## config.mk

```make
export PLATFORM = sky130hd
export DESIGN_NAME = hazard_stall_controller_flat
export DESIGN_NICKNAME = d
export VERILOG_FILES = /design/src/rtl/hazard_stall_controller_pkg.sv /design/src/rtl/hazard_stall_controller_if.sv /design/src/rtl/hazard_stall_controller_sat_counter.sv /design/src/rtl/hazard_stall_controller.sv /design/src/flat_wrapper.sv
export SDC_FILE = /design/constraint.sdc
export NUM_CORES = 1
export LEC_CHECK = 0
export BUFFER_PORTS_ARGS = -buffer_cell sky130_fd_sc_hd__buf_4
export CORE_MARGIN = 3
export CORE_UTILIZATION = 50
export CTS_CLUSTER_SIZE = 8
export DETAILED_ROUTE_END_ITERATION = 16
export PLACE_DENSITY = 0.77
export SYNTH_ARGS = -nofsm -noshare
export SYNTH_HDL_FRONTEND = slang
export SYNTH_HIERARCHICAL = 1
export SYNTH_SLANG_ARGS = --single-unit
```

## constraint.sdc

```tcl
create_clock -name clk -period 7.3 [get_ports clk]
set_clock_uncertainty 0.2 [all_clocks]
set_input_delay 0.365 -clock clk [delete_from_list [all_inputs] [get_ports clk]]
set_output_delay 0.365 -clock clk [all_outputs]
set_load 0.05 [all_outputs]
```

## src/rtl/hazard_stall_controller_pkg.sv

```systemverilog
// Shared pipeline definitions: opcodes, controller state encoding and the
// per-stage control bundle used by the hazard/stall sequencer.
package pipe_pkg;

    localparam int DEF_REG_INDEX_BIT_WIDTH = 4;

    localparam logic [3:0] OP_NOP    = 4'b0000;
    localparam logic [3:0] OP_BRANCH = 4'b0010;
    localparam logic [3:0] OP_SW     = 4'b0011;
    localparam logic [3:0] OP_LW     = 4'b0100;

    typedef enum logic [1:0] {
        ST_RUN      = 2'd0,
        ST_LU_STALL = 2'd1,
        ST_MEM_WAIT = 2'd2
    } state_t;

    // Per-stage pipeline controls, in PC -> EX/MEM order.
    typedef struct packed {
        logic pc_stall;
        logic if_id_stall;
        logic if_id_flush;
        logic id_ex_bubble;
        logic ex_mem_stall;
    } ctrl_t;

    localparam ctrl_t CTRL_NONE  = 5'b00000;
    localparam ctrl_t CTRL_LU    = 5'b11010;  // hold front end, bubble into EX
    localparam ctrl_t CTRL_FRZ   = 5'b11001;  // freeze everything up to EX/MEM
    localparam ctrl_t CTRL_FLUSH = 5'b00110;  // squash wrong-path fetch

endpackage

```

## src/rtl/hazard_stall_controller_if.sv

```systemverilog
// Bundle of hazard inputs from ID/EX/MEM and the per-stage controls back.
interface hazard_stall_controller_if #(
    parameter int RIW       = 4,
    parameter int CNT_WIDTH = 16
);
    logic             id_valid;
    logic [RIW-1:0]   id_rs1;
    logic [RIW-1:0]   id_rs2;
    logic             id_rs1_used;
    logic             id_rs2_used;
    logic             ex_valid;
    logic [3:0]       ex_opcode;
    logic [RIW-1:0]   ex_rd;
    logic             ex_branch_taken;
    logic             mem_req;
    logic             mem_ready;

    logic             pc_stall;
    logic             if_id_stall;
    logic             if_id_flush;
    logic             id_ex_bubble;
    logic             ex_mem_stall;
    logic             mem_timeout_err;
    logic [CNT_WIDTH-1:0] stall_cycles;

    // Pipeline side: reports hazards, consumes controls.
    modport master (
        output id_valid, id_rs1, id_rs2, id_rs1_used, id_rs2_used,
               ex_valid, ex_opcode, ex_rd, ex_branch_taken, mem_req, mem_ready,
        input  pc_stall, if_id_stall, if_id_flush, id_ex_bubble, ex_mem_stall,
               mem_timeout_err, stall_cycles
    );

    // Controller side.
    modport slave (
        input  id_valid, id_rs1, id_rs2, id_rs1_used, id_rs2_used,
               ex_valid, ex_opcode, ex_rd, ex_branch_taken, mem_req, mem_ready,
        output pc_stall, if_id_stall, if_id_flush, id_ex_bubble, ex_mem_stall,
               mem_timeout_err, stall_cycles
    );

endinterface

```

## src/rtl/hazard_stall_controller_sat_counter.sv

```systemverilog
// Saturating up-counter: sticks at all-ones instead of wrapping.
module sat_counter #(
    parameter int CNT_WIDTH = 16
) (
    input  logic                 clk,
    input  logic                 rst_n,
    input  logic                 i_inc,
    input  logic                 i_clr,
    output logic [CNT_WIDTH-1:0] o_count
);
    logic [CNT_WIDTH-1:0] r_count;

    // Count increments, clear and reset win, hold once saturated.
    always_ff @(posedge clk) begin
        if (!rst_n || i_clr) begin
            r_count <= '0;
        end else if (i_inc && (r_count != {CNT_WIDTH{1'b1}})) begin
            r_count <= r_count + 1'b1;
        end
    end

    assign o_count = r_count;

endmodule

```

## src/rtl/hazard_stall_controller.sv

```systemverilog
// Pipeline hazard sequencer: load-use bubbles, data-memory freeze with
// timeout, taken-branch squash. Controls are Mealy on state and inputs.
module hazard_stall_controller
    import pipe_pkg::*;
#(
    parameter int REG_INDEX_BIT_WIDTH = DEF_REG_INDEX_BIT_WIDTH,
    parameter int LOAD_USE_PENALTY    = 1,
    parameter int MEM_TIMEOUT         = 255,
    parameter int CNT_WIDTH           = 16
) (
    input  logic                      clk,
    input  logic                      rst_n,
    hazard_stall_controller_if.slave  bus
);
    localparam int               TO_W      = $clog2(MEM_TIMEOUT + 1);
    localparam logic [2:0]       LU_RELOAD = 3'(LOAD_USE_PENALTY - 1);
    localparam logic [TO_W-1:0]  TO_LIMIT  = TO_W'(MEM_TIMEOUT);

    logic [REG_INDEX_BIT_WIDTH-1:0] w_rs1, w_rs2, w_rd;
    state_t          r_state, w_state_nxt;
    logic [2:0]      r_lu_cnt, w_lu_cnt_nxt;
    logic [TO_W-1:0] r_to_cnt, w_to_cnt_nxt;
    logic            r_br_pending, w_br_pending_nxt;
    logic            r_timeout_err, w_timeout_err_nxt;
    logic            w_lu_hit, w_mem_hold, w_br_taken, w_release;
    ctrl_t           w_ctrl, w_ctrl_out;
    logic [CNT_WIDTH-1:0] w_stall_cycles;

    assign w_rs1 = bus.id_rs1;
    assign w_rs2 = bus.id_rs2;
    assign w_rd  = bus.ex_rd;

    assign w_lu_hit   = bus.ex_valid && (bus.ex_opcode == OP_LW) && bus.id_valid &&
                        ((bus.id_rs1_used && (w_rs1 == w_rd)) ||
                         (bus.id_rs2_used && (w_rs2 == w_rd)));
    assign w_mem_hold = bus.mem_req && !bus.mem_ready;
    assign w_br_taken = bus.ex_valid && bus.ex_branch_taken;

    // State and hazard bookkeeping registers.
    always_ff @(posedge clk) begin
        if (!rst_n) begin
            r_state       <= ST_RUN;
            r_lu_cnt      <= '0;
            r_to_cnt      <= '0;
            r_br_pending  <= 1'b0;
            r_timeout_err <= 1'b0;
        end else begin
            r_state       <= w_state_nxt;
            r_lu_cnt      <= w_lu_cnt_nxt;
            r_to_cnt      <= w_to_cnt_nxt;
            r_br_pending  <= w_br_pending_nxt;
            r_timeout_err <= w_timeout_err_nxt;
        end
    end

    // Next-state and control decode; memory hold outranks branch outranks load-use.
    always_comb begin
        w_state_nxt       = r_state;
        w_lu_cnt_nxt      = r_lu_cnt;
        w_to_cnt_nxt      = r_to_cnt;
        w_br_pending_nxt  = r_br_pending;
        w_timeout_err_nxt = r_timeout_err;
        w_release         = 1'b0;
        w_ctrl            = CTRL_NONE;
        case (r_state)
            ST_RUN: begin
                if (w_mem_hold) begin
                    w_ctrl           = CTRL_FRZ;
                    w_br_pending_nxt = w_br_taken;  // redirect deferred until memory returns
                    w_to_cnt_nxt     = TO_W'(1);
                    w_state_nxt      = ST_MEM_WAIT;
                end else if (w_br_taken) begin
                    w_ctrl = CTRL_FLUSH;            // ID instruction is wrong-path anyway
                end else if (w_lu_hit) begin
                    w_ctrl = CTRL_LU;
                    if (LOAD_USE_PENALTY > 1) begin
                        w_lu_cnt_nxt = LU_RELOAD;
                        w_state_nxt  = ST_LU_STALL;
                    end
                end
            end
            ST_LU_STALL: begin
                if (w_mem_hold) begin
                    w_ctrl           = CTRL_FRZ;
                    w_lu_cnt_nxt     = '0;
                    w_br_pending_nxt = 1'b0;        // EX holds a bubble here
                    w_to_cnt_nxt     = TO_W'(1);
                    w_state_nxt      = ST_MEM_WAIT;
                end else begin
                    w_ctrl = CTRL_LU;
                    if (r_lu_cnt <= 3'd1) begin
                        w_lu_cnt_nxt = '0;
                        w_state_nxt  = ST_RUN;
                    end else begin
                        w_lu_cnt_nxt = r_lu_cnt - 3'd1;
                    end
                end
            end
            ST_MEM_WAIT: begin
                // Dropping mem_req also ends the wait, same as mem_ready.
                if (!w_mem_hold) begin
                    w_release = 1'b1;
                end else if (r_to_cnt == TO_LIMIT) begin
                    w_release         = 1'b1;
                    w_timeout_err_nxt = 1'b1;
                end else begin
                    w_ctrl       = CTRL_FRZ;
                    w_to_cnt_nxt = r_to_cnt + 1'b1;
                end
                if (w_release) begin
                    if (r_br_pending) begin
                        w_ctrl = CTRL_FLUSH;
                    end
                    w_br_pending_nxt = 1'b0;
                    w_to_cnt_nxt     = '0;
                    w_state_nxt      = ST_RUN;
                end
            end
            default: begin
                w_state_nxt = ST_RUN;
            end
        endcase
    end

    // Controls are forced quiet while reset is held, independent of inputs.
    assign w_ctrl_out = rst_n ? w_ctrl : CTRL_NONE;

    assign bus.pc_stall        = w_ctrl_out.pc_stall;
    assign bus.if_id_stall     = w_ctrl_out.if_id_stall;
    assign bus.if_id_flush     = w_ctrl_out.if_id_flush;
    assign bus.id_ex_bubble    = w_ctrl_out.id_ex_bubble;
    assign bus.ex_mem_stall    = w_ctrl_out.ex_mem_stall;
    assign bus.mem_timeout_err = r_timeout_err && rst_n;
    assign bus.stall_cycles    = w_stall_cycles;

    sat_counter #(
        .CNT_WIDTH (CNT_WIDTH)
    ) u_stall_cnt (
        .clk     (clk),
        .rst_n   (rst_n),
        .i_inc   (w_ctrl_out.pc_stall),
        .i_clr   (1'b0),
        .o_count (w_stall_cycles)
    );

endmodule

```

## src/flat_wrapper.sv

```systemverilog
// flat-port wrapper written by rule: the top's interface ports become plain ports
module hazard_stall_controller_flat import pipe_pkg::*;
#(
    parameter int REG_INDEX_BIT_WIDTH = DEF_REG_INDEX_BIT_WIDTH,
    parameter int LOAD_USE_PENALTY    = 1,
    parameter int MEM_TIMEOUT         = 255,
    parameter int CNT_WIDTH           = 16
)
  (clk, rst_n, bus_id_valid, bus_id_rs1, bus_id_rs2, bus_id_rs1_used, bus_id_rs2_used, bus_ex_valid, bus_ex_opcode, bus_ex_rd, bus_ex_branch_taken, bus_mem_req, bus_mem_ready, bus_pc_stall, bus_if_id_stall, bus_if_id_flush, bus_id_ex_bubble, bus_ex_mem_stall, bus_mem_timeout_err, bus_stall_cycles);
  hazard_stall_controller_if #(.RIW(4), .CNT_WIDTH(CNT_WIDTH)) bus_i ();
  input  logic clk;
  input  logic rst_n;
  input wire logic [$bits(bus_i.id_valid)-1:0] bus_id_valid;
  input wire logic [$bits(bus_i.id_rs1)-1:0] bus_id_rs1;
  input wire logic [$bits(bus_i.id_rs2)-1:0] bus_id_rs2;
  input wire logic [$bits(bus_i.id_rs1_used)-1:0] bus_id_rs1_used;
  input wire logic [$bits(bus_i.id_rs2_used)-1:0] bus_id_rs2_used;
  input wire logic [$bits(bus_i.ex_valid)-1:0] bus_ex_valid;
  input wire logic [$bits(bus_i.ex_opcode)-1:0] bus_ex_opcode;
  input wire logic [$bits(bus_i.ex_rd)-1:0] bus_ex_rd;
  input wire logic [$bits(bus_i.ex_branch_taken)-1:0] bus_ex_branch_taken;
  input wire logic [$bits(bus_i.mem_req)-1:0] bus_mem_req;
  input wire logic [$bits(bus_i.mem_ready)-1:0] bus_mem_ready;
  output wire logic [$bits(bus_i.pc_stall)-1:0] bus_pc_stall;
  output wire logic [$bits(bus_i.if_id_stall)-1:0] bus_if_id_stall;
  output wire logic [$bits(bus_i.if_id_flush)-1:0] bus_if_id_flush;
  output wire logic [$bits(bus_i.id_ex_bubble)-1:0] bus_id_ex_bubble;
  output wire logic [$bits(bus_i.ex_mem_stall)-1:0] bus_ex_mem_stall;
  output wire logic [$bits(bus_i.mem_timeout_err)-1:0] bus_mem_timeout_err;
  output wire logic [$bits(bus_i.stall_cycles)-1:0] bus_stall_cycles;
  assign bus_i.id_valid = bus_id_valid;
  assign bus_i.id_rs1 = bus_id_rs1;
  assign bus_i.id_rs2 = bus_id_rs2;
  assign bus_i.id_rs1_used = bus_id_rs1_used;
  assign bus_i.id_rs2_used = bus_id_rs2_used;
  assign bus_i.ex_valid = bus_ex_valid;
  assign bus_i.ex_opcode = bus_ex_opcode;
  assign bus_i.ex_rd = bus_ex_rd;
  assign bus_i.ex_branch_taken = bus_ex_branch_taken;
  assign bus_i.mem_req = bus_mem_req;
  assign bus_i.mem_ready = bus_mem_ready;
  assign bus_pc_stall = bus_i.pc_stall;
  assign bus_if_id_stall = bus_i.if_id_stall;
  assign bus_if_id_flush = bus_i.if_id_flush;
  assign bus_id_ex_bubble = bus_i.id_ex_bubble;
  assign bus_ex_mem_stall = bus_i.ex_mem_stall;
  assign bus_mem_timeout_err = bus_i.mem_timeout_err;
  assign bus_stall_cycles = bus_i.stall_cycles;
  hazard_stall_controller #(.REG_INDEX_BIT_WIDTH(REG_INDEX_BIT_WIDTH), .LOAD_USE_PENALTY(LOAD_USE_PENALTY), .MEM_TIMEOUT(MEM_TIMEOUT), .CNT_WIDTH(CNT_WIDTH)) u_core (.clk(clk), .rst_n(rst_n), .bus(bus_i));
endmodule
```

After elaboration in Yosys (flattened, before gate mapping) --
Cells that the tools add are included.
Storage, ports and cells: bits in registers 31, input bits 25, output and inout port bits 22, logic and storage cells 72
Operators by class: add/subtract/negate cells 3, order comparisons 1, equal/unequal tests 14, muxes and demuxes 29, reduce and logical (&&, ||, !) cells 19
Operator list (number):
- 5-bit two-way mux | 8
- 8-bit two-way mux | 4
- 16-bit by 1-bit adder with 16-bit output (second input constant) | 1
- 16-bit != test (second input constant) | 1
- 8-bit case mux with 2 select lines | 1
- 5-bit case mux with 3 select lines | 1
- 2-bit two-way mux | 5
- 1-bit logical AND | 9
- 8-bit by 1-bit adder with 8-bit output (second input constant) | 1
- 4-bit == test | 2
- 8-bit == test (second input constant) | 1
- 2-bit by 1-bit != test with 1-bit output (second input constant) | 4
- 4-bit AND reduction | 2
- 1-bit two-way mux | 6
- 3-bit two-way mux | 2
- 3-bit by 1-bit != test with 1-bit output (second input constant) | 2
- 2-bit case mux with 3 select lines | 1
- 3-bit AND reduction | 2
- 4-bit by 3-bit == test with 1-bit output (second input constant) | 1
- 3-bit by 1-bit <= comparator with 1-bit output (second input constant) | 1
- 3-bit != test (second input constant) | 1
- 1-bit case mux with 3 select lines | 1
- 3-bit nonzero test | 1
- 3-bit by 1-bit subtractor with 3-bit output (second input constant) | 1
- other kinds (7) | 7

Logic depth before layout (Yosys ltp) --
Gate-level depths: netlist of run 1.
depth in word-level cells 10, depth in mapped cells 10, gate-level depth less buffers 10

Hierarchy --
Netlist of run 1, hierarchy kept.
By module, submodules not included:
- sat_counter | times used 1, cells each 94, area each 862.1 µm², sequential area each 320.3 µm²
- hazard_stall_controller | times used 1, cells each 96, area each 787.0 µm², sequential area each 220.2 µm²

Worst setup path after synthesis of run 1 --
OpenSTA, ideal clock, no wires.
kind input port to flip-flop, from in bus_ex_opcode[1], to reg u_core.u_stall_cnt.r_count[7], in the netlist u_core/u_stall_cnt/o_count[7], library setup time 0.071 ns, arrival 3.200 ns, required time 7.029 ns, slack 3.829 ns, stages on the path 9, path buffers 0, cells stage by stage nor4b_2 -> nand3_1 -> nor4_1 -> a31oi_1 -> o21bai_1 -> and3_2 -> nand3_1 -> or4_1 -> a21oi_1
Between the ends: longest elaborated chain between the ends 10
RTL lines:
- from (decl) | line flat_wrapper.sv:19 | input wire logic [$bits(bus_i.ex_opcode)-1:0] bus_ex_opcode;
- 4-bit by 3-bit == test with 1-bit output | line hazard_stall_controller.sv:33 | assign w_lu_hit = bus.ex_valid && (bus.ex_opcode == OP_LW) && bus.id_valid &&
- 1-bit logical AND (3 in a row) | line hazard_stall_controller.sv:33
- 5-bit two-way mux | line hazard_stall_controller.sv:74 | end else if (w_lu_hit) begin
- 5-bit two-way mux | line hazard_stall_controller.sv:72 | end else if (w_br_taken) begin
- 5-bit two-way mux | line hazard_stall_controller.sv:67 | if (w_mem_hold) begin
- 5-bit case mux with 3 select lines | line hazard_stall_controller.sv:65 | case (r_state)
- 5-bit two-way mux | line hazard_stall_controller.sv:126 | assign w_ctrl_out = rst_n ? w_ctrl : CTRL_NONE;
- 1-bit logical AND | line hazard_stall_controller_sat_counter.sv:17 | end else if (i_inc && (r_count != {CNT_WIDTH{1'b1}})) begin
- to (signal assigned) | line hazard_stall_controller_sat_counter.sv:18 | r_count <= r_count + 1'b1;
- to (decl) | line hazard_stall_controller_sat_counter.sv:11 | logic [CNT_WIDTH-1:0] r_count;
No other way between the ends. A chain may end at the register's enable or synchronous reset.

Final worst setup path of run 1 --
from reg u_core.r_to_cnt[0], to reg u_core.u_stall_cnt.r_count[10], in the netlist u_core/u_stall_cnt/o_count[10]
Between the ends: longest elaborated chain between the ends 8, elaborated cells between the ends (all ways) 11, those cells by class 1 x eq/ne; 9 x mux; 1 x reduce/logical
RTL lines:
- from (decl) | line hazard_stall_controller.sv:22 | logic [TO_W-1:0] r_to_cnt, w_to_cnt_nxt;
- from (signal assigned) | line hazard_stall_controller.sv:50 | r_to_cnt <= w_to_cnt_nxt;
- 8-bit == test * | line hazard_stall_controller.sv:103 | end else if (r_to_cnt == TO_LIMIT) begin
- 5-bit two-way mux / 1-bit two-way mux (equally long branches) | line hazard_stall_controller.sv:103
- 5-bit two-way mux / 1-bit two-way mux (equally long branches) | line hazard_stall_controller.sv:101 | if (!w_mem_hold) begin
- 5-bit two-way mux / 1-bit two-way mux (equally long branches) | line hazard_stall_controller.sv:111, hazard_stall_controller.sv:65
- 5-bit two-way mux * | line hazard_stall_controller.sv:110 | if (w_release) begin
- 5-bit case mux with 3 select lines * | line hazard_stall_controller.sv:65
- 5-bit two-way mux * | line hazard_stall_controller.sv:126
- 1-bit logical AND * | line hazard_stall_controller_sat_counter.sv:17
Every way passes the cells marked *; elsewhere a longest branch is shown, timed or not. The select of a mux whose other input is x is not followed.

==> summary.txt, run 1 <==
STA
  • Max Slew Vio Count: 0
  • Final setup fails: 0
  • Final hold violation count: 0
  • Relative slew slack: 43.8%
  • Final critical-path share of the clock period: 41.1%
  • TNS Setup: 0 ns
  • RSZ-0062 raised after global routing: false
  • Crit path time final: approximately 3.0 ns
  • Worst slew pin tran: between 0.8 and 0.9 ns
  • F_max: ~0.33 GHz

Power
  • Flop pwr share: 60.0%
  • Clk pwr share: about a quarter
  • Cell Pwr Density: about 120 nW/um^2
  • Peak supply drop: 0.0000796 V
  • Leak Pwr: between 0.8 and 0.9 nW
  • Logic pwr share: between 10% and 20%
  • Psw: between 60 and 70 uW
  • Int Pwr: ~190 uW
  • Net Sw Frac: between 20% and 30%

Setup path
  • Critical path class: reg2reg
  • Critical Path Most Common Cell: nand3_1
  • Critical path's largest stage delay: between 0.4 and 0.5 ns
  • Critical path's slowest cell: o21bai_1
  • WP data required: about 7.3 ns
  • R2R cell count: 10
  • Worst R2R Setup Slack: around 4.3 ns
  • Crit-path cells: ha_1 -> nand3_1 -> nor2_4 -> o21ai_0 -> nand3_1 -> o21bai_1 -> and4_1 -> nand4_2 -> o311ai_1 -> o41ai_1
  • Crit path max-delay family: compound AO/OA/AOI/OAI gates
  • Startpoint types: flip-flop
  • CP bufs+invs: 0
  • Crit path max fanout: 8
  • R2r endpoint: u_core/u_stall_cnt/o_count[10]$_SDFFE_PP0P_
  • Critical path capture point type: flip-flop
  • Worst Path Arrival: roughly 3.0 ns
  • RR Startpoint: u_core/r_to_cnt[0]$_SDFFE_PN0P_

Drt
  • Drt first-iter violations: 57
  • Met1 WL: around 1.8 mm
  • Drt via density: slightly above 6
  • Via count: approximately 1700
  • TritonRoute pass-1 iters: 4
  • Met3 routed WL: about 320 um
  • Remaining antenna violation count: 0
  • Total wire length: approximately 4.3 mm
  • DRC violations left: 0
  • Wire per inst: between 15 and 20 um
  • Met2 wire len: between 2 and 2.5 mm
  • Highest metal layer with signal wires: met4

Die
  • Die Span Y: approximately 63 um
  • Row cnt: 20
  • Die area: 4020 sq um
  • Die width: 63.4 um
  • CORE AREA: approximately 3100 sq um
  • Starting Density: between 50% and 60%
  • IO Pins: 47

Clock tree
  • Clk slew on worst S/H paths: about 0.15 ns
  • TritonCTS buffer count: 3
  • H-tree levels: 1
  • Post-CTS setup buffers: 0
  • Maximum clock insertion buffer count: 2
  • Clk root buf: clkbuf_4
  • CTS tree: yes
  • Hold buffers post-CTS: 0
  • # resized after CTS: 0
  • Clock sinks: 27
  • Worst-Skew Late Latency: around 0.32 ns

Min path
  • Hold endpoint: u_core/r_to_cnt[0]$_SDFFE_PN0P_
  • Hold WC Path Type: in2reg
  • Hold Path Stages: 2
  • Hold Startpoint: rst_n

Cells and area
  • Layout cell share with drive strength beyond 1: between 20% and 30%
  • Core Util, Final: about 66%
  • Layout area overhead: 24.4%
  • N_diodes: 0
  • Final net count: roughly 260
  • Filler cells: approximately 290

Yosys
  • Top FF cell, synth: dfxtp_1
  • Syn_area_per_cell: between 8 and 9 sq um
  • Yosys warns: 6
  • Netlist cell types: 56
  • EDFF count, synth: 0
  • Syn Inst Count: between 150 and 200
  • Register area share after synthesis: 32.8%
  • Post-synth ARST share: 0%
  • Yosys reg bits: 27
  • Synth Cell Area: 1650 sq um

Place
  • Detailed Place HPWL: approximately 3.2 mm
  • GP Congestion: slightly below 0.8
  • IO Port Bufs: 46

Global route
  • Tot GR Track Use: a little over a fifth
  • Total gr overflow: 0
  • Pin count of the biggest net entering global routing: 15
  • Number of global-route vias before repair: between 1500 and 2000
  • Initial antenna violation count: 0
  • First-pass GRT wire length: 7.24 mm

Flow run
  • Total of max-cap violations: 0

Outcome
  • Status: finished clean
[worst reg2reg max path: cells and delay by family, from the launching register on]
family | cells | cell delay [ns]
AO/OA/AOI/OAI | 4 | 1.12
flip-flops | 1 | 0.37
AND/OR/NAND/NOR | 5 | 0.92
adder cells (fa/ha/maj) | 1 | 0.26
[area by class of cell]
type | instances | area, sq um | area share, %
inverter | 6 | 22.5 | 1.10
clock buffer | 4 | 26.3 | 1.28
timing repair buffer | 46 | 345 | 16.8
multi-input combinational | 152 | 1060 | 51.8
tap | 44 | 55.1 | 2.68
sequential | 27 | 541 | 26.3
[through the flow]
stage	hold slack (ns)	setup slack (ns)	std cells	cell area [sq um]	power, mW
floorplan	0.250	3.83	191	1650	0.171
global placement	0.267	4.25	275	2030	0.187
detailed placement	0.276	4.09	275	2030	0.188
CTS	0.130	4.35	279	2050	0.253
global route	0.134	4.10	279	2050	0.263
finish	0.142	4.30	279	2050	0.250
[worst max-delay path by stage]
stage / start / end / slack (ns) / cells past startpoint
finish: u_core/r_to_cnt[0]$_SDFFE_PN0P_ / u_core/u_stall_cnt/o_count[10]$_SDFFE_PP0P_ / 4.30 / 10
global route: u_core/r_to_cnt[0]$_SDFFE_PN0P_ / u_core/u_stall_cnt/o_count[7]$_SDFFE_PP0P_ / 4.10 / 10
CTS: u_core/r_to_cnt[0]$_SDFFE_PN0P_ / u_core/u_stall_cnt/o_count[10]$_SDFFE_PP0P_ / 4.35 / 10
detailed placement: bus_ex_opcode[1] / u_core/u_stall_cnt/o_count[10]$_SDFFE_PP0P_ / 4.09 / 10
global placement: bus_ex_opcode[1] / u_core/u_stall_cnt/o_count[7]$_SDFFE_PP0P_ / 4.25 / 10
floorplan: bus_ex_opcode[1] / u_core/u_stall_cnt/o_count[7]$_SDFFE_PP0P_ / 3.83 / 9
[cell usage after synthesis, drive strengths merged, types with 3 or more instances]
master | count | share of area, %
clkbuf | 4 | 0.91
and3 | 5 | 2.0
a21oi | 10 | 3.0
o31ai | 4 | 1.8
nand4 | 7 | 5.6
nor2 | 10 | 2.7
and2 | 5 | 1.9
or3 | 3 | 1.1
nand3 | 13 | 3.9
a31oi | 8 | 3.0
nor2b | 5 | 1.9
o21ai | 10 | 3.0
xor2 | 6 | 3.2
o211a | 3 | 1.8
nand2 | 14 | 3.3
nand2b | 4 | 1.5
nor3 | 3 | 1.2
o311ai | 3 | 1.6
o41ai | 4 | 2.6
and4 | 5 | 2.8
inv | 6 | 1.4
dfxtp | 27 | 33
or4 | 4 | 1.8
[cell families after synthesis]
family / Yosys count / synth area share [%]
AND/OR/NAND/NOR: 85 / 33.9
adder cells (fa/ha/maj): 2 / 1.52
other: 1 / 0.227
flip-flops: 27 / 32.8
XOR/XNOR: 7 / 3.72
AO/OA/AOI/OAI: 56 / 24.8
buffers and inverters: 12 / 3.03
[per-layer routing]
metal	global-route usage (%)	vias up
met3	4.63	12
met2	35.6	66
li1	-	828
met1	27.6	802
met5	0	-
met4	9.43	0
[cell usage in the layout, fill, tap and decap left out, types with 2 or more instances in the layout]
| master | instances |
|---|---|
| or3_1 | 3 |
| o211a_1 | 3 |
| buf_4 | 46 |
| xor2_1 | 6 |
| and4_1 | 4 |
| nor3_1 | 2 |
| clkbuf_4 | 3 |
| dfxtp_1 | 27 |
| and2_1 | 5 |
| nand4_4 | 2 |
| a31oi_1 | 8 |
| o21ai_1 | 4 |
| inv_1 | 6 |
| o311ai_1 | 3 |
| conb_1 | 2 |
| a21oi_1 | 10 |
| nand3_1 | 13 |
| or4_1 | 4 |
| nand2b_1 | 4 |
| o41ai_1 | 3 |
| nand4_1 | 2 |
| nand4b_1 | 2 |
| o21ai_0 | 6 |
| nand2_1 | 13 |
| o221ai_1 | 2 |
| nand4_2 | 3 |
| o31ai_1 | 4 |
| and3_1 | 4 |
| ha_1 | 2 |
| nor2_1 | 9 |
| nor2b_1 | 5 |
[power groups by stage]
stage          clock network (mW)  registers, mW  logic [mW]
2_1_floorplan                   0          0.153      0.0183
3_3_place_gp                    0          0.153      0.0337
3_5_place_dp                    0          0.153      0.0347
4_1_cts                    0.0682          0.150      0.0348
5_1_grt                    0.0748          0.150      0.0375
6_report                   0.0652          0.150      0.0348
[state kept, by name, indices dropped and copies added (netlist names)]
signal	flops
u_core/r_state	1
u_core/r_br_pending	1
u_core/r_to_cnt	8
u_core/r_timeout_err	1
u_core/u_stall_cnt/o_count	16
No activity file was read; power rests on OpenSTA's default activity.
==> run 2: changes to the inputs <==
- clock period: 7.3 -> 3.05 ns (I/O delays scaled with it)
==> summary.txt, run 2 (synthesis gave the netlist of run 1 again) <==
Setup path
  • WP data required: 3.12 ns (was 7.30 ns)
  • Critical path class: reg2reg (unchanged)
  • Startpoint types: flip-flop (unchanged)
  • Worst Path Arrival: 2.92 ns (was 3.00 ns)
  • Crit path max fanout: 6 (was 8)
  • Critical path capture point type: flip-flop (unchanged)

STA
  • F_max: 0.351 GHz (was 0.333 GHz)
  • Relative slew slack: 51.5% (was 43.8%)
  • RSZ-0062 raised after global routing: false (unchanged)
  • Final hold violation count: 0 (unchanged)
  • Hold slack: 0.0398 ns (was 0.142 ns)
  • Final critical-path share of the clock period: 93.3% (was 41.1%)
  • Final setup fails: 0 (unchanged)
  • Worst slew pin tran: 0.726 ns (was 0.841 ns)
  • Max Slew Vio Count: 0 (unchanged)
  • TNS Setup: 0 ns (unchanged)
  • Crit path time final: 2.85 ns (was 3.00 ns)

Cells and area
  • Layout area overhead: 25.8% (was 24.4%)
  • Final net count: 265 (was 263)
  • Layout cell share with drive strength beyond 1: 28.7% (was 27.7%)
  • Commonest non-fill, non-tap cell in the layout: buf_4 (unchanged)
  • Max FFs per register: 16 (unchanged)
  • Fin area: 2070 sq um (was 2050 sq um)
  • Most frequent cells in the layout: 47 x buf_4, 27 x dfxtp_1, 13 x nand3_1, 13 x nand2_1, 10 x a21oi_1 (was 46 x buf_4, 27 x dfxtp_1, 13 x nand3_1, 13 x nand2_1, 10 x a21oi_1)
  • N_diodes: 0 (unchanged)
  • Filler cells: 291 (was 286)

Global route
  • Number of global-route vias before repair: 1597 (was 1640)
  • First-pass GRT wire length: 7.09 mm (was 7.24 mm)
  • Global routing's busiest layer: met2 (unchanged)
  • Tot GR Track Use: 21.4% (was 21.8%)
  • Met1 Use GR: 27.6% (about the same)
  • Initial antenna violation count: 0 (unchanged)
  • M3 GR Usage: 3.39% (was 4.63%)
  • Pin count of the biggest net entering global routing: 15 (unchanged)
  • Total gr overflow: 0 (unchanged)
  • M2 GR Usage: 36.2% (was 35.6%)

Drt
  • Wire per inst: 15.5 um (was 15.3 um)
  • DRC violations left: 0 (unchanged)
  • TritonRoute pass-1 iters: 4 (unchanged)
  • Drt first-iter violations: 84 (was 57)
  • Via count: 1707 (was 1708)
  • Remaining antenna violation count: 0 (unchanged)
  • Total wire length: 4.37 mm (was 4.28 mm)
  • Drt via density: 6.07 (was 6.12)

Die
  • CORE AREA: 3100 sq um (unchanged)
  • Die width: 63.4 um (unchanged)
  • Die area: 4020 sq um (unchanged)
  • Row cnt: 20 (unchanged)
  • IO Pins: 47 (unchanged)
  • Starting Density: 53.1% (unchanged)
  • Die Span Y: 63.4 um (unchanged)

Clock tree
  • # resized after CTS: 0 (unchanged)
  • Worst-Skew Late Latency: 0.33 ns (was 0.32 ns)
  • CTS tree: yes (unchanged)
  • Post-CTS setup buffers: 0 (unchanged)
  • Clock sinks: 27 (unchanged)
  • Maximum clock insertion buffer count: 2 (unchanged)
  • TritonCTS buffer count: 3 (unchanged)
  • Clk root buf: clkbuf_4 (unchanged)
  • H-tree levels: 1 (unchanged)
  • Clk slew on worst S/H paths: 0.15 ns (about the same)

Min path
  • Hold WC Path Type: in2reg (unchanged)

Power
  • Flop pwr share: 59.2% (was 60.0%)
  • Int Pwr: 447 uW (was 186 uW)
  • Cell Pwr Density: 292 nW/um^2 (was 122 nW/um^2)
  • Net Sw Frac: 26.3% (was 25.7%)
  • Leak Pwr: 0.859 nW (was 0.846 nW)
  • Logic pwr share: 14.2% (was 13.9%)
  • Peak supply drop: 0.000199 V (was 0.0000796 V)
  • Psw: 160 uW (was 64.2 uW)
  • Clk pwr share: 26.6% (was 26.1%)

Place
  • IO Port Bufs: 46 (unchanged)
  • Post-DP Area: 2040 sq um (was 2030 sq um)
  • Detailed Place HPWL: 3.30 mm (was 3.22 mm)
  • GP Congestion: 0.771 (was 0.786)

Outcome
  • Status: finished clean (unchanged)

Flow run
  • Total of max-cap violations: 0 (unchanged)
run 2: layout make-up:
| type | instances | area, sq um | area share, % |
|---|---|---|---|
| multi-input cells | 152 | 1070 | 51.4 |
| repair buffers | 48 | 363 | 17.5 |
| flip-flops and latches | 27 | 541 | 26.1 |
| inverters | 6 | 22.5 | 1.09 |
| well taps | 44 | 55.1 | 2.65 |
| clock buffers | 4 | 26.3 | 1.27 |
run 2: routing by layer:
metal	wire, um	up-vias
met5	0	-
met4	40	0
met3	363	4
met2	2110	66
met1	1860	809
li1	-	828
run 2: worst max-delay path, stage by stage (launching register included):
cell      delay (ns)
dfxtp_1         0.37
ha_1            0.27
nand3_1         0.19
nor2_4          0.07
o21ai_0         0.16
nand3_1         0.11
o21bai_2        0.28
and3_2          0.30
nand3_1         0.16
or4_1           0.53
a21oi_1         0.16
run 2: final timing paths:
check | start | endpoint | slack, ns | cells past startpoint
setup reg to reg | u_core/r_to_cnt[0]$_SDFFE_PN0P_ | u_core/u_stall_cnt/o_count[7]$_SDFFE_PP0P_ | 0.20 | 10
hold / removal | bus_ex_branch_taken | u_core/r_br_pending$_SDFFE_PN0P_ | 0.04 | 5
setup / recovery | u_core/r_to_cnt[0]$_SDFFE_PN0P_ | u_core/u_stall_cnt/o_count[7]$_SDFFE_PP0P_ | 0.20 | 10
hold reg to reg | u_core/u_stall_cnt/o_count[1]$_SDFFE_PP0P_ | u_core/u_stall_cnt/o_count[1]$_SDFFE_PP0P_ | 0.31 | 2
run 2: through the flow:
step	utilization, %	worst slack (ns)	std cells	power [mW]
after global routing	66.9	0.0394	281	0.629
final	66.9	0.204	281	0.607
after CTS	66.9	0.213	281	0.611
after detailed placement	65.7	0.219	276	0.451
after floorplan	-	0.113	191	0.410
after global placement	65.7	0.361	276	0.448
run 2: repair_timing:
item,4_1_cts,5_1_grt
endpoints found under the setup margin,0,0
hold buffers,1,0
hold endpoints to repair,8,0
run 2: power groups by stage:
stage	registers (mW)	logic, mW	clock network, mW
after floorplan	0.366	0.0442	0
after global placement	0.366	0.0817	0
after detailed placement	0.367	0.0846	0
after CTS	0.359	0.0860	0.166
after global routing	0.360	0.0932	0.176
final	0.359	0.0860	0.161
